[config.mk]
export PLATFORM = sky130hd
export DESIGN_NAME = instruction_fetch_unit_flat
export DESIGN_NICKNAME = d
export VERILOG_FILES = /design/src/rtl/instruction_fetch_unit_if.sv /design/src/rtl/instruction_fetch_unit.sv /design/src/flat_wrapper.sv
export SDC_FILE = /design/constraint.sdc
export NUM_CORES = 1
export LEC_CHECK = 0
export ABC_AREA = 1
export ABC_CLOCK_PERIOD_IN_PS = 1700
export CAP_MARGIN = 20
export CORE_MARGIN = 3
export CORE_UTILIZATION = 41
export CTS_CLUSTER_SIZE = 12
export DETAILED_ROUTE_END_ITERATION = 7
export PLACE_DENSITY = 0.95
export SLEW_MARGIN = 20
export SYNTH_ARGS = -nofsm -noshare
export SYNTH_HDL_FRONTEND = slang
export SYNTH_SLANG_ARGS = --single-unit
export TNS_END_PERCENT = 20
[constraint.sdc]
create_clock -name clock -period 1.7 [get_ports clock]
set_input_delay 0.34 -clock clock [delete_from_list [all_inputs] [get_ports clock]]
set_output_delay 0.34 -clock clock [all_outputs]
set_load 0.01 [all_outputs]
[src/rtl/instruction_fetch_unit_if.sv]
// Instruction-memory read bus between the fetch unit (master) and instruction memory (slave).
interface instruction_fetch_unit_if #(
  parameter int ADDR_WIDTH = 32
) ();
  logic [ADDR_WIDTH-1:0] memAddress;
  logic                  memReadEnable;
  logic                  memAck;
  logic [31:0]           memData;

  modport master (
    output memAddress,
    output memReadEnable,
    input  memAck,
    input  memData
  );

  modport slave (
    input  memAddress,
    input  memReadEnable,
    output memAck,
    output memData
  );
endinterface

[src/rtl/instruction_fetch_unit.sv]
// Fetch stage: reads one instruction per request into the IR and exposes its decoded fields.
// Optional macro FETCH_TIMEOUT_EN adds a bounded WAIT with a sticky fetchTimeout flag.
module instruction_fetch_unit #(
  parameter int          ADDR_WIDTH        = 32,
  parameter logic [31:0] RESET_INSTRUCTION = 32'h0000_0013,
  parameter int          TIMEOUT_CYCLES    = 16
) (
  input  logic                    clock,
  input  logic                    reset,
  input  logic                    fetchRequest,
  input  logic                    flush,
  input  logic [ADDR_WIDTH-1:0]   pcAddress,
  instruction_fetch_unit_if.master memBus,
  output logic [31:0]             instruction,
  output logic [6:0]              opcode,
  output logic [2:0]              funct3,
  output logic [6:0]              funct7,
  output logic [4:0]              rd,
  output logic [4:0]              rs1,
  output logic [4:0]              rs2,
  output logic                    instructionValid,
  output logic                    fetchBusy,
  output logic                    fetchMisaligned,
  output logic                    instructionIllegal,
  output logic                    fetchTimeout
);

  if (TIMEOUT_CYCLES < 1 || TIMEOUT_CYCLES > 255) begin : gBadTimeout
    $error("TIMEOUT_CYCLES must lie in 1..255");
  end

  typedef enum logic [1:0] {IDLE, WAIT, ERROR} state_t;

  state_t                state;
  state_t                stateNext;
  logic [31:0]           ir_p0;
  logic [ADDR_WIDTH-1:0] memAddress_p0;
  logic                  vld_p0;
  logic                  misaligned_p0;
  logic                  readEnable;
  logic                  busy;
  logic                  timeoutHit;

`ifdef FETCH_TIMEOUT_EN
  localparam logic [7:0] TIMEOUT_LIMIT = 8'(TIMEOUT_CYCLES);

  logic [7:0] waitCount;
  logic       timeout_p0;

  // Limit is reached on the cycle whose increment would hit it; an ack or flush that cycle wins.
  assign timeoutHit = (state == WAIT) && !flush && !memBus.memAck &&
                      ((waitCount + 8'd1) == TIMEOUT_LIMIT);

  always_ff @(posedge clock or negedge reset) begin
    if (!reset) begin
      waitCount  <= 8'd0;
      timeout_p0 <= 1'b0;
    end else begin
      if (state == WAIT && !memBus.memAck)
        waitCount <= waitCount + 8'd1;
      else
        waitCount <= 8'd0;
      if (timeoutHit)
        timeout_p0 <= 1'b1;
    end
  end

  assign fetchTimeout = timeout_p0;
`else
  assign timeoutHit   = 1'b0;
  assign fetchTimeout = 1'b0;
`endif

  always_ff @(posedge clock or negedge reset) begin
    if (!reset)
      state <= IDLE;
    else
      state <= stateNext;
  end

  always_comb begin
    stateNext = state;
    case (state)
      IDLE:
        if (!flush && fetchRequest)
          stateNext = (pcAddress[1:0] != 2'b00) ? ERROR : WAIT;
      WAIT:
        if (flush || memBus.memAck)
          stateNext = IDLE;
        else if (timeoutHit)
          stateNext = ERROR;
      default:
        stateNext = ERROR;
    endcase
  end

  // Read strobe follows the state register so reset removes it asynchronously.
  always_comb begin
    readEnable = 1'b0;
    busy       = 1'b0;
    if (state == WAIT) begin
      readEnable = 1'b1;
      busy       = 1'b1;
    end
  end

  // Stage p0: fetch address, instruction register and its valid flag
  always_ff @(posedge clock or negedge reset) begin
    if (!reset) begin
      ir_p0         <= RESET_INSTRUCTION;
      memAddress_p0 <= '0;
      vld_p0        <= 1'b0;
      misaligned_p0 <= 1'b0;
    end else begin
      case (state)
        IDLE: begin
          if (flush) begin
            vld_p0 <= 1'b0;
          end else if (fetchRequest) begin
            vld_p0 <= 1'b0;
            if (pcAddress[1:0] != 2'b00)
              misaligned_p0 <= 1'b1;
            else
              memAddress_p0 <= pcAddress;
          end
        end
        WAIT: begin
          if (flush) begin
            vld_p0 <= 1'b0;
          end else if (memBus.memAck) begin
            ir_p0  <= memBus.memData;
            vld_p0 <= 1'b1;
          end
        end
        default: vld_p0 <= 1'b0;
      endcase
    end
  end

  assign memBus.memAddress    = memAddress_p0;
  assign memBus.memReadEnable = readEnable;
  assign fetchBusy            = busy;
  assign fetchMisaligned      = misaligned_p0;

  assign instruction        = ir_p0;
  assign opcode             = ir_p0[6:0];
  assign rd                 = ir_p0[11:7];
  assign funct3             = ir_p0[14:12];
  assign rs1                = ir_p0[19:15];
  assign rs2                = ir_p0[24:20];
  assign funct7             = ir_p0[31:25];
  assign instructionValid   = vld_p0;
  assign instructionIllegal = vld_p0 && (ir_p0[1:0] != 2'b11);

endmodule
[src/flat_wrapper.sv]
// flat-port wrapper written by rule: the top's interface ports become plain ports
module instruction_fetch_unit_flat 
#(
  parameter int          ADDR_WIDTH        = 32,
  parameter logic [31:0] RESET_INSTRUCTION = 32'h0000_0013,
  parameter int          TIMEOUT_CYCLES    = 16
)
  (clock, reset, fetchRequest, flush, pcAddress, instruction, opcode, funct3, funct7, rd, rs1, rs2, instructionValid, fetchBusy, fetchMisaligned, instructionIllegal, fetchTimeout, memBus_memAddress, memBus_memReadEnable, memBus_memAck, memBus_memData);
  instruction_fetch_unit_if #(.ADDR_WIDTH(ADDR_WIDTH)) memBus_i ();
  input  logic clock;
  input  logic reset;
  input  logic fetchRequest;
  input  logic flush;
  input  logic [ADDR_WIDTH-1:0] pcAddress;
  output logic [31:0] instruction;
  output logic [6:0] opcode;
  output logic [2:0] funct3;
  output logic [6:0] funct7;
  output logic [4:0] rd;
  output logic [4:0] rs1;
  output logic [4:0] rs2;
  output logic instructionValid;
  output logic fetchBusy;
  output logic fetchMisaligned;
  output logic instructionIllegal;
  output logic fetchTimeout;
  output wire logic [$bits(memBus_i.memAddress)-1:0] memBus_memAddress;
  output wire logic [$bits(memBus_i.memReadEnable)-1:0] memBus_memReadEnable;
  input wire logic [$bits(memBus_i.memAck)-1:0] memBus_memAck;
  input wire logic [$bits(memBus_i.memData)-1:0] memBus_memData;
  assign memBus_memAddress = memBus_i.memAddress;
  assign memBus_memReadEnable = memBus_i.memReadEnable;
  assign memBus_i.memAck = memBus_memAck;
  assign memBus_i.memData = memBus_memData;
  instruction_fetch_unit #(.ADDR_WIDTH(ADDR_WIDTH), .RESET_INSTRUCTION(RESET_INSTRUCTION), .TIMEOUT_CYCLES(TIMEOUT_CYCLES)) u_core (.clock(clock), .reset(reset), .fetchRequest(fetchRequest), .flush(flush), .pcAddress(pcAddress), .memBus(memBus_i), .instruction(instruction), .opcode(opcode), .funct3(funct3), .funct7(funct7), .rd(rd), .rs1(rs1), .rs2(rs2), .instructionValid(instructionValid), .fetchBusy(fetchBusy), .fetchMisaligned(fetchMisaligned), .instructionIllegal(instructionIllegal), .fetchTimeout(fetchTimeout));
endmodule
==> results.md, run 1 <==
* WL/cell at roughly 14 microns
* Max Clock Freq at just over 600 MHz
* WL final at 8.25 mm
* PnR worst setup slack at between 60 and 70 ps
* Core box area at ~6900 sq um
* Input/output buffers at between 150 and 200
* TritonCTS buffer count at 9
* Drt drc at 0
* Buffers plus inverters on the worst setup path at 1
* Gr ovfl total at 0
* Min Tclk post-route at roughly 1600 ps
* Root Driver: clkbuf_8
* Syn Inst Count at 336
* H-tree levels at 3
* Die Ht at around 90 microns
* CP Capture Type: output port
* Switching share of total power at 0.241
* Pleak at around 2.3 nW
* Total design power at approximately 3.6 mW
* Top cells by area, synth: dfrtp_1 (55%), nand2_1 (21%), buf_4 (8.7%), nand3_1 (5.6%), dfstp_2 (2.7%)
* Pre-CTS WS at -9.25 ps
* Most frequent cells in the layout: nand2_1 (165), clkdlybuf4s50_1 (159), dfrtp_1 (65), nand3_1 (33), clkbuf_8 (11)
* RSZ-0062 raised after global routing: no
* Global-route usage over all layers at 0.204
* Mapped cell area at between 2000 and 3000 sq um
* 1st-iter DRT viols at between 150 and 200
* Required @ worst endpoint at about 1400 ps
* First-pass GRT wire length at 13.4 mm
* Slowest stage cell, crit path: clkdlybuf4s50_1
* Nets@finish at 546
* Post-route design area at between 4000 and 5000 sq um
* DP HPWL at 6.31 mm
* Final Slew Violations at 0
* Clk buf depth at 2
* Final setup viols at 0
* Final Hold Fails at 0
* MaxCap Viol Count at 0
* Critical-path cell list: clkdlybuf4s50_1
* Register bit count reported by yosys at 68
* Synth top area share at 0.552
* Vias in the first global route at about 2.7k
* Die width at between 90 and 100 microns
* # clock sinks at slightly below 70
* Syn-to-layout area delta at 59.0%
* CTS clock-pin slew for the worst setup and hold paths at around 70 ps
* Outcome: complete, no violations
* Power share of the clock group at 0.318
* Synth area leader: dfrtp_1
* Critical Path Start Type: flop
* Post-synthesis sequential area ratio at 0.578
* Layout cells sized above 1 at 0.0665
* Critical-path maximum fanout at 3
* VDD IR max at slightly above 0.6 mV
* Post-synthesis area per instance at 8.78 sq um
* Setup Buffers After CTS at 0
* Largest net degree at the start of global routing at a little over 40
* Comb power frac at 0.181
* PD cells at 768 nW/um^2
* Period utilisation layout at 0.959
* Crit path DAT at about 1300 ps
* Detailed-router iteration count before antenna repair at 4
* Slowest Stage Delay on Critical Path at ~560 ps
* Via density per instance at ~4.6
* Hold_ws at 18.8 ps
* Vias at roughly 2.7k
* Setup Skew at roughly 5.3 ps
* Die area at 8250 sq um
* Most common cell after layout, fill and taps aside: nand2_1
* Reg power frac at 0.501
* P_sw at ~0.87 mW
* Crit Path Class: reg -> out
* Post-Syn Nets at about 400
* Site row count at 30
* Delay-heaviest family, CP: buffers and inverters
* Min-Delay Path Class: in -> async
* Ys Warns at 0
* Area after DPL at ~4500 sq um
* I/O Pins at approximately 170
* Layout Utilization at 0.683
* Initial Util at 0.429
* Initial antenna violation count at 0
* Hold_buf cts at 0
* Worst-Skew Late Latency at about 330 ps
* Internal Pwr Total at about 2.7 mW
* Final Wtd Congestion at roughly 0.75
* Antenna diode count at 0
* Post-route ant nets at 0
* Library cells used by synthesis at 16
* CTS tree: yes
kinds of logic (layout without fill, tap and decap cells):
group | Yosys count | count (layout) | share of synthesized area
and+or+nand+nor | 209 | 209 | 0.288
DFF | 68 | 68 | 0.578
buffers and inverters | 56 | 201 | 0.127
AOI/OAI and AO/OA | 2 | 2 | 0.00509
other | 1 | 1 | 0.00127
state kept, by name (all words and copies together), names as in the netlist:
| register | cells |
|---|---|
| u_core.memBus.memAddress | 32 |
| u_core.instruction | 32 |
| u_core.fetchMisaligned | 1 |
| u_core.state | 2 |
| u_core.instructionValid | 1 |
layout make-up:
cell class | count | area [sq um]
clock buffer | 13 | 159
clock inverter | 2 | 10.0
fill | 565 | 2180
inverter | 7 | 26.3
multi-input combinational | 212 | 868
sequential | 68 | 1710
tap | 96 | 120
timing repair buffer | 179 | 1800
path summary, 6_finish.rpt:
kind | slack, ps | startpoint | cells after the start | end
worst min-delay path | 20 | reset | 2 | u_core.instruction[5]$_DFFE_PN0P_
worst max register to register | 160 | u_core.state[1]$_DFFE_PN0P_ | 6 | u_core.instruction[11]$_DFFE_PN0P_
worst min register to register | 460 | u_core.fetchMisaligned$_DFFE_PN0P_ | 2 | u_core.fetchMisaligned$_DFFE_PN0P_
min in group clock | 460 | u_core.fetchMisaligned$_DFFE_PN0P_ | 2 | u_core.fetchMisaligned$_DFFE_PN0P_
worst max-delay path | 70 | u_core.instruction[13]$_DFFE_PN0P_ | 1 | funct3[1]
max in group asynchronous | 1270 | reset | 2 | u_core.fetchMisaligned$_DFFE_PN0P_
timing repair:
item	CTS	global route
hold endpoints to repair	0	0
gates resized for setup	9	0
endpoints found under the setup margin	9	0
cells in the mapped netlist (all sizes together):
| cell type | n |
|---|---|
| nand2 | 165 |
| dfrtp | 65 |
| buf | 49 |
| nand3 | 33 |
| nor2 | 10 |
| inv | 7 |
| dfstp | 3 |
| a21boi | 1 |
| conb | 1 |
| nand3b | 1 |
| o21bai | 1 |
per-layer routing:
| metal | up-vias | wire, microns | track usage |
|---|---|---|---|
| met5 | - | 0 | 0 |
| met4 | 0 | 113 | 0.0741 |
| met3 | 9 | 692 | 0.0567 |
| met2 | 129 | 4250 | 0.366 |
| met1 | 1259 | 3190 | 0.231 |
| li1 | 1278 | - | - |
through the flow:
stage	cells	TNS [ps]
floorplan	336	0
global placement	562	0
detailed placement	562	-23.2
CTS	577	0
global route	577	0
finish	577	0
power by group through the flow:
stage	clock [mW]	sequential, mW	combinational [mW]
2_1_floorplan	0	1.87	0.139
3_3_place_gp	0	1.83	0.643
3_5_place_dp	0	1.83	0.664
4_1_cts	1.19	1.80	0.664
5_1_grt	1.26	1.82	0.706
6_report	1.14	1.80	0.653
No activity file was read; power rests on OpenSTA's default activity.
==> run 2, diff against run 1 <==
Settings changed: MAX_ROUTING_LAYER set to met4.
==> results.md, run 2 (synthesis results as in run 1) <==
* Placed insts at 562 (unchanged)
* WL/cell at 14.3 microns (+0.16%)
* Global-route usage over all layers at 0.210 (+0.00637)
* Site row count at 30 (unchanged)
* CTS clock-pin slew for the worst setup and hold paths at 70 ps (about the same)
* WL final at 8.26 mm (+0.16%)
* I/O Pins at 171 (unchanged)
* Post-route ant nets at 0 (unchanged)
* Final std cells w/o fill at 577 (unchanged)
* Die width at 90.8 microns (unchanged)
* Setup TNS at 0 ps (unchanged)
* Vias at 2,663 (-0.45%)
* Initial antenna violation count at 0 (unchanged)
* Vias in the first global route at 2,739 (+0.29%)
* Final Wtd Congestion at 0.756 (+1.3%)
* Most frequent cells in the layout: nand2_1 (165), clkdlybuf4s50_1 (159), dfrtp_1 (65), nand3_1 (33), clkbuf_8 (11)
* Largest net degree at the start of global routing at 41 (unchanged)
* Detailed-router iteration count before antenna repair at 5 (+1)
* Root Driver: clkbuf_8
* Layout cells sized above 1 at 0.0665 (unchanged)
* PD cells at 769 nW/um^2 (+0.16%)
* First-pass GRT wire length at 13.4 mm (about the same)
* Buffers plus inverters on the worst setup path at 1 (unchanged)
* Max Clock Freq at 613 MHz (about the same)
* CP Capture Type: output port
* TritonCTS buffer count at 9 (unchanged)
* DP HPWL at 6.31 mm (unchanged)
* CTS tree: yes
* Slowest Stage Delay on Critical Path at 560 ps (about the same)
* Setup Buffers After CTS at 0 (unchanged)
* Input/output buffers at 169 (unchanged)
* Syn-to-layout area delta at 59.0% (unchanged)
* Critical-path maximum fanout at 3 (unchanged)
* Via density per instance at 4.62 (-0.45%)
* Setup Skew at 5.99 ps (+0.739 ps)
* Die Ht at 90.8 microns (unchanged)
* Min Tclk post-route at 1630 ps (+1.36 ps)
* Clk buf depth at 2 (unchanged)
* Worst-Skew Late Latency at 330 ps (about the same)
* Min-Delay Path Class: in -> async
* Final setup viols at 0 (unchanged)
* Gr ovfl total at 0 (unchanged)
* Critical Path Start Type: flop
* RSZ-0062 raised after global routing: no
* # clock sinks at 68 (unchanged)
* Critical-path cell list: clkdlybuf4s50_1
* Antenna diode count at 0 (unchanged)
* 1st-iter DRT viols at 143 (-8.3%)
* Outcome: complete, no violations
* MaxCap Viol Count at 0 (unchanged)
* Pleak at 2.32 nW (unchanged)
* Required @ worst endpoint at 1360 ps (about the same)
* Period utilisation layout at 0.960 (about the same)
* Core box area at 6870 sq um (unchanged)
* Crit path DAT at 1290 ps (about the same)
* Nets@finish at 546 (unchanged)
* VDD IR max at 0.617 mV (+1.4%)
* Final Slew Violations at 0 (unchanged)
* Slowest stage cell, crit path: clkdlybuf4s50_1
* Initial Util at 0.429 (unchanged)
* Hold_ws at 23.7 ps (+4.95 ps)
* Drt drc at 0 (unchanged)
* H-tree levels at 3 (unchanged)
* Final Hold Fails at 0 (unchanged)
* Die area at 8250 sq um (unchanged)
* Crit Path Class: reg -> out
* Most common cell after layout, fill and taps aside: nand2_1
* Delay-heaviest family, CP: buffers and inverters
[run 2: repair_timing]
action / in CTS / in global routing
hold buffers: 0 / 0
setup endpoints to repair: 9 / 0
gates resized for setup: 9 / 0
[run 2: final cells by class]
type | count | area (sq um)
Fill cell | 565 | 2180
Tap cell | 96 | 120
Sequential cell | 68 | 1710
Multi-Input combinational cell | 212 | 868
Timing Repair Buffer | 179 | 1800
Clock buffer | 13 | 159
Clock inverter | 2 | 10.0
Inverter | 7 | 26.3
[run 2: metrics by stage]
step	setup WS [ps]	power (mW)	utilization	area, sq um
6_report	67.9	3.61	0.683	4690
3_5_place_dp	-9.25	2.49	0.660	4530
4_1_cts	41.1	3.66	0.683	4690
3_3_place_gp	55.2	2.47	0.660	4530
5_1_grt	5.45	3.79	0.683	4690
2_1_floorplan	423	2.01	-	2950
[run 2: power by group]
| group | switching (mW) | internal [mW] |
|---|---|---|
| Combinational | 0.251 | 0.402 |
| Clock | 0.551 | 0.598 |
| Sequential | 0.0717 | 1.73 |
| Total | 0.874 | 2.73 |
[run 2: final timing paths]
check,from,endpoint,slack (ps),cells after the start
max in group asynchronous,reset,u_core.fetchMisaligned$_DFFE_PN0P_,1270,2
min reg2reg,u_core.fetchMisaligned$_DFFE_PN0P_,u_core.fetchMisaligned$_DFFE_PN0P_,460,2
min in group clock,u_core.fetchMisaligned$_DFFE_PN0P_,u_core.fetchMisaligned$_DFFE_PN0P_,460,2
max,u_core.instruction[8]$_DFFE_PN0P_,instruction[8],70,1
max reg2reg,u_core.state[1]$_DFFE_PN0P_,u_core.instruction[11]$_DFFE_PN0P_,160,6
min,reset,u_core.instruction[8]$_DFFE_PN0P_,20,2
[run 2: metal layers]
metal / GRT usage / vias up / share of wire
li1: - / 1277 / -
met1: 0.239 / 1263 / 0.40
met2: 0.366 / 114 / 0.51
met3: 0.0475 / 9 / 0.069
met4: 0.0741 / 0 / 0.014
met5: - / - / 0
==> run 3, diff against run 2 <==
Settings changed: ABC_AREA 1 to not set.
==> results.md, run 3 <==
* Die Ht at 91.5 microns (+0.73%)
* Area after DPL at 4560 sq um (+0.61%)
* Nets@finish at 405 (-26%)
* Crit path DAT at 1280 ps (about the same)
* Die width at 91.5 microns (+0.73%)
* H-tree levels at 3 (unchanged)
* Site row count at 30 (unchanged)
* Layout cells sized above 1 at 0.276 (+0.209)
* Commonest cells in the netlist: dfrtp_1 (65), mux2_4 (37), buf_4 (34), mux2_2 (25), buf_6 (7)
* # clock sinks at 68 (unchanged)
* Outcome: complete, no violations
* Final Slew Violations at 0 (unchanged)
* EDFF count, synth at 0 (unchanged)
* CP Capture Type: output port
* DP HPWL at 5.56 mm (-12%)
* Via density per instance at 4.59 (-0.49%)
* Post-route design area at 4790 sq um (+2.1%)
* Slowest stage cell, crit path: clkdlybuf4s50_1
* Required @ worst endpoint at 1360 ps (about the same)
* Register bit count reported by yosys at 68 (unchanged)
* Post-synthesis sequential area ratio at 0.569 (-0.00894)
* Root Driver: clkbuf_8
* Input/output buffers at 169 (unchanged)
* CTS clock-pin slew for the worst setup and hold paths at 70 ps (about the same)
* Largest net degree at the start of global routing at 69 (+68%)
* Syn Inst Count at 188 (-44%)
* Setup TNS at 0 ps (unchanged)
* Ys Warns at 0 (unchanged)
* Initial Util at 0.431 (+0.00203)
* DR WL met2 at 3.61 mm (-15%)
* Max Clock Freq at 618 MHz (+0.78%)
* Post-synthesis area per instance at 15.9 sq um (+82%)
* Drt drc at 0 (unchanged)
* Crit Path Class: reg -> out
* Met1 Wirelength at 2.90 mm (-13%)
* Min Tclk post-route at 1620 ps (-12.7 ps)
* Vias at 2,007 (-25%)
* RSZ-0062 raised after global routing: no
* Synth top area share at 0.543 (-0.00852)
* Library cells used by synthesis at 20 (+4)
* First-pass GRT wire length at 11.6 mm (-13%)
* Mapped cell area at 3000 sq um (+1.6%)
* VDD IR max at 0.528 mV (-14%)
* DR WL met3 at 699 microns (+22%)
* TritonCTS buffer count at 9 (unchanged)
* Reg power frac at 0.458 (-0.042)
* MaxCap Viol Count at 0 (unchanged)
* Critical-path maximum fanout at 3 (unchanged)
* Vias in the first global route at 2,233 (-18%)
* Antenna diode count at 0 (unchanged)
* Final Wtd Congestion at 0.770 (+1.9%)
* Power share of the clock group at 0.361 (+0.042)
* Most common cell after layout, fill and taps aside: clkdlybuf4s50_1
* Fill count at 475 (-16%)
* P_sw at 0.861 mW (-1.5%)
* Top cells by area, synth: dfrtp_1 (54%), mux2_4 (19%), mux2_2 (9.4%), buf_4 (8.5%), dfstp_2 (2.6%)
* Delay-heaviest family, CP: buffers and inverters
* Global-route usage over all layers at 0.184 (-0.0264)
* I/O Pins at 171 (unchanged)
* Synth area leader: dfrtp_1
* CTS tree: yes
* WL final at 7.28 mm (-12%)
* Setup Skew at 8.05 ps (+2.06 ps)
* Gr ovfl total at 0 (unchanged)
* PD cells at 824 nW/um^2 (+7.2%)
* Switching share of total power at 0.218 (-0.0242)
* Top-count cell post-synth: dfrtp_1
* 1st-iter DRT viols at 31 (-78%)
* Buffers plus inverters on the worst setup path at 1 (unchanged)
* Pleak at 2.23 nW (-4.1%)
* Core box area at 6940 sq um (+1.1%)
* Slowest Stage Delay on Critical Path at 560 ps (about the same)
* Post-route ant nets at 0 (unchanged)
* Comb power frac at 0.181 (about the same)
* Final setup viols at 0 (unchanged)
* Internal Pwr Total at 3.08 mW (+13%)
* DR top layer: met4
* Detailed-router iteration count before antenna repair at 4 (-1)
* Post-Syn Nets at 257 (-37%)
* WL/cell at 16.7 microns (+16%)
* Period utilisation layout at 0.953 (-0.00746)
* Clk buf depth at 2 (unchanged)
* Most frequent cells in the layout: clkdlybuf4s50_1 (158), dfrtp_1 (65), mux2_4 (37), mux2_2 (25)
* Async SR Flop Fraction at 1.00 (unchanged)
* Syn-to-layout area delta at 59.8%
* Worst-Skew Late Latency at 330 ps (about the same)
* Critical Path Start Type: flop
* Top FF cell, synth: dfrtp_1
* Min-Delay Path Class: in -> async
* Final Hold Fails at 0 (unchanged)
* Die area at 8370 sq um (+1.5%)
* Initial antenna violation count at 0 (unchanged)
* Critical-path cell list: clkdlybuf4s50_1
run 3: changes by cell type after synthesis, moves of 4 or more:
cell / previous run / this run
nand3_1: 33 / 0
buf_2: 12 / 0
inv_1: 6 / 1
mux2_2: 0 / 25
nand2_1: 165 / 0
nor2_1: 6 / 0
mux2_4: 0 / 37
buf_6: 3 / 7
run 3: logic make-up (layout without fill, tap and decap cells):
kind of cell / after synthesis / count (layout) / synth area share
DFF: 68 / 68 / 0.569
muxes: 62 / 62 / 0.279
buffers and inverters: 42 / 195 / 0.113
and+or+nand+nor: 9 / 9 / 0.0234
AOI/OAI and AO/OA: 6 / 6 / 0.0138
other: 1 / 1 / 0.00125
run 3: power by group through the flow:
stage | clock network (mW) | registers, mW | logic (mW)
after global placement | 0 | 1.83 | 0.705
after CTS | 1.48 | 1.81 | 0.725
after detailed placement | 0 | 1.83 | 0.727
after floorplan | 0 | 1.88 | 0.198
after global routing | 1.55 | 1.82 | 0.758
final | 1.42 | 1.81 | 0.715
run 3: worst paths after layout:
kind | endpoint | startpoint | cells after the start | slack [ps]
worst max-delay path | instruction[9] | u_core.instruction[9]$_DFFE_PN0P_ | 1 | 80
worst min-delay path | u_core.instruction[15]$_DFFE_PN0P_ | reset | 2 | 30
worst max register to register | u_core.memBus.memAddress[4]$_DFFE_PN0P_ | u_core.state[1]$_DFFE_PN0P_ | 5 | 110
worst min register to register | u_core.memBus.memAddress[0]$_DFFE_PN0P_ | u_core.memBus.memAddress[0]$_DFFE_PN0P_ | 1 | 500
max in group asynchronous | u_core.instruction[0]$_DFFE_PN1P_ | reset | 2 | 1360
min in group clock | u_core.memBus.memAddress[0]$_DFFE_PN0P_ | u_core.memBus.memAddress[0]$_DFFE_PN0P_ | 1 | 500
run 3: area by class of cell:
cell class	count	area, sq um	area share
Timing Repair Buffer	178	1780	0.372
Sequential cell	68	1710	0.356
Multi-Input combinational cell	78	961	0.201
Clock buffer	11	141	0.0295
Tap cell	96	120	0.0251
Clock inverter	5	75.1	0.0157
Inverter	1	3.75	0.000784
run 3: through the flow:
stage | hold WS [ps] | util | setup slack [ps] | cells | total power [mW]
after global routing | 36.8 | 0.689 | 9.44 | 437 | 4.13
after CTS | 18.5 | 0.689 | 45.4 | 437 | 4.01
final | 28.8 | 0.689 | 80.6 | 437 | 3.95
after global placement | 381 | 0.657 | -127 | 419 | 2.53
after floorplan | 44.4 | - | 129 | 188 | 2.08
after detailed placement | 393 | 0.657 | -175 | 419 | 2.56
run 3: metal layers:
layer  track usage  vias up
li1              -      907
met3        0.0522        8
met5             -        -
met1         0.208      973
met4        0.0716        0
met2         0.308      119
run 3: timing repair:
action | CTS | global route
buffers inserted | 2 | 0
resized for setup | 12 | 0
hold buffers | 0 | 0
setup endpoints to repair | 10 | 0
==> RTL change (config.mk and constraints of run 2) <==
Re-encode `state_t` (3 states) as one-hot, 3 bits wide.
--- a/src/rtl/instruction_fetch_unit.sv
+++ b/src/rtl/instruction_fetch_unit.sv
@@ -29,7 +29,7 @@
     $error("TIMEOUT_CYCLES must lie in 1..255");
   end
 
-  typedef enum logic [1:0] {IDLE, WAIT, ERROR} state_t;
+  typedef enum logic [2:0] {IDLE = 3'b001, WAIT = 3'b010, ERROR = 3'b100} state_t;
 
   state_t                state;
   state_t                stateNext;
Check against the original RTL: same outputs for any inputs over 4 cycles, from zero or initial values and one cycle with reset low; so few cycles prove little.
==> RTL change against run 2 <==
- die area grew 4.9%
- total power shrank 9.0%
- synthesized area grew 5.3%
- routed wire length grew 2.7%
- sequential cell count grew 1
- worst setup slack gained 8.7 ps
- final area grew 2.7%
- critical path type unchanged
- largest cell class unchanged
==> RTL change: results <==
group,metric,value,unit
yosys,synth_nets,419,
pwr,powerDensity,682,mW/mm^2
clocking,cts_root_buffer,"clkbuf_8",
setup_path,crit_start,"u_core.instruction[1]$_DFFE_PN1P_",
sta,fmax,616,MHz
setup_path,r2r_start,"u_core.state[0]$_DFFE_PN1P_",
placed_design,gp_congestion,0.781,
finish,fin_cells,590,
setup_path,crit_slowest_cell,"dfstp_2",
global_route,grt_start_max_net_pins,70,
finish,fillCellCount,570,
finish,diodes,0,
setup_path,reg2reg_to,"u_core.instruction[17]$_DFFE_PN0P_",
yosys,synth_compound_area_frac,0.00846,
global_route,gr-usage-all-layers,0.206,
setup_path,ff2ff_path_depth,8,
pwr,p_leak,2.43,nW
detailed_routing,vias,2812,
yosys,muxShareOfSynthArea,0,
status,status,"finished, final reports clean",
pwr,ir_drop,0.503,mV
yosys,seq_area_frac_synth,0.558,
setup_path,cp-endpoint,"instructionIllegal",
yosys,synth_cells,350,
pwr,combPwrFrac,0.103,
detailed_routing,wl_per_cell,14.4,um
placed_design,dpl.cell_count,573,
yosys,ys_types,20,
detailed_routing,drt_iter0_drc,90,
detailed_routing,drt_pass1_iterations,4,
finish,multiInputGateArea,930,sq um
placed_design,place_area,0.00463,sq mm
placed_design,hpwlAfterDp,6490,um
pwr,swShare,0.218,
yosys,synth.top_cells.by_area,"dfrtp_1 52%, nand2_1 16%, nand3_1 11%",
yosys,ys_top_cells_by_count,"131 x nand2_1, 66 x nand3_1, 65 x dfrtp_1",
clocking,htreeDepth,3,
finish,nNetsFinal,555,
sta,fin_worst_skew,9.77,ps
sta,hold_ws,10.0,ps
finish,layout-drive-gt1-share,0.0855,
pwr,p_clk_frac,0.383,
setup_path,crit_fanout,4,
global_route,grt_pass1_vias,2849,
-- RTL change: cell count changes in the layout (fill, tap and decap cells not counted), moves of 3 or more --
cell	delta
nand3_1	+33
nand2_1	-34
inv_1	+3
inv_2	+4
-- RTL change: layer usage --
layer  wire [um]  global-route usage
met3         790              0.0587
met4         116              0.0745
met2        4130               0.337
met5           0                   -
met1        3440               0.244
-- RTL change: cell type report --
type,count,share of cell area
well taps,99,0.0257
clock buffers,13,0.0372
flip-flops and latches,69,0.360
inverters,14,0.0109
multi-input cells,215,0.193
clock inverters,3,0.00364
repair buffers,177,0.370
-- RTL change: worst max-delay path: cells and delay by family, from the launching register on --
family	cells	cell delay, ps
AO/OA/AOI/OAI	1	100
buffers and inverters	1	300
flip-flops	1	570
-- RTL change: cells by family after synthesis --
group           after synthesis
compound gates                4
buf+inv                      66
flops                        69
other cells                   1
simple gates                210
-- RTL change: repair_timing --
action / in CTS / in global routing
setup endpoints to repair: 9 / 3
gates resized for setup: 10 / 5
setup buffers: 0 / 1
pin swaps: 0 / 1
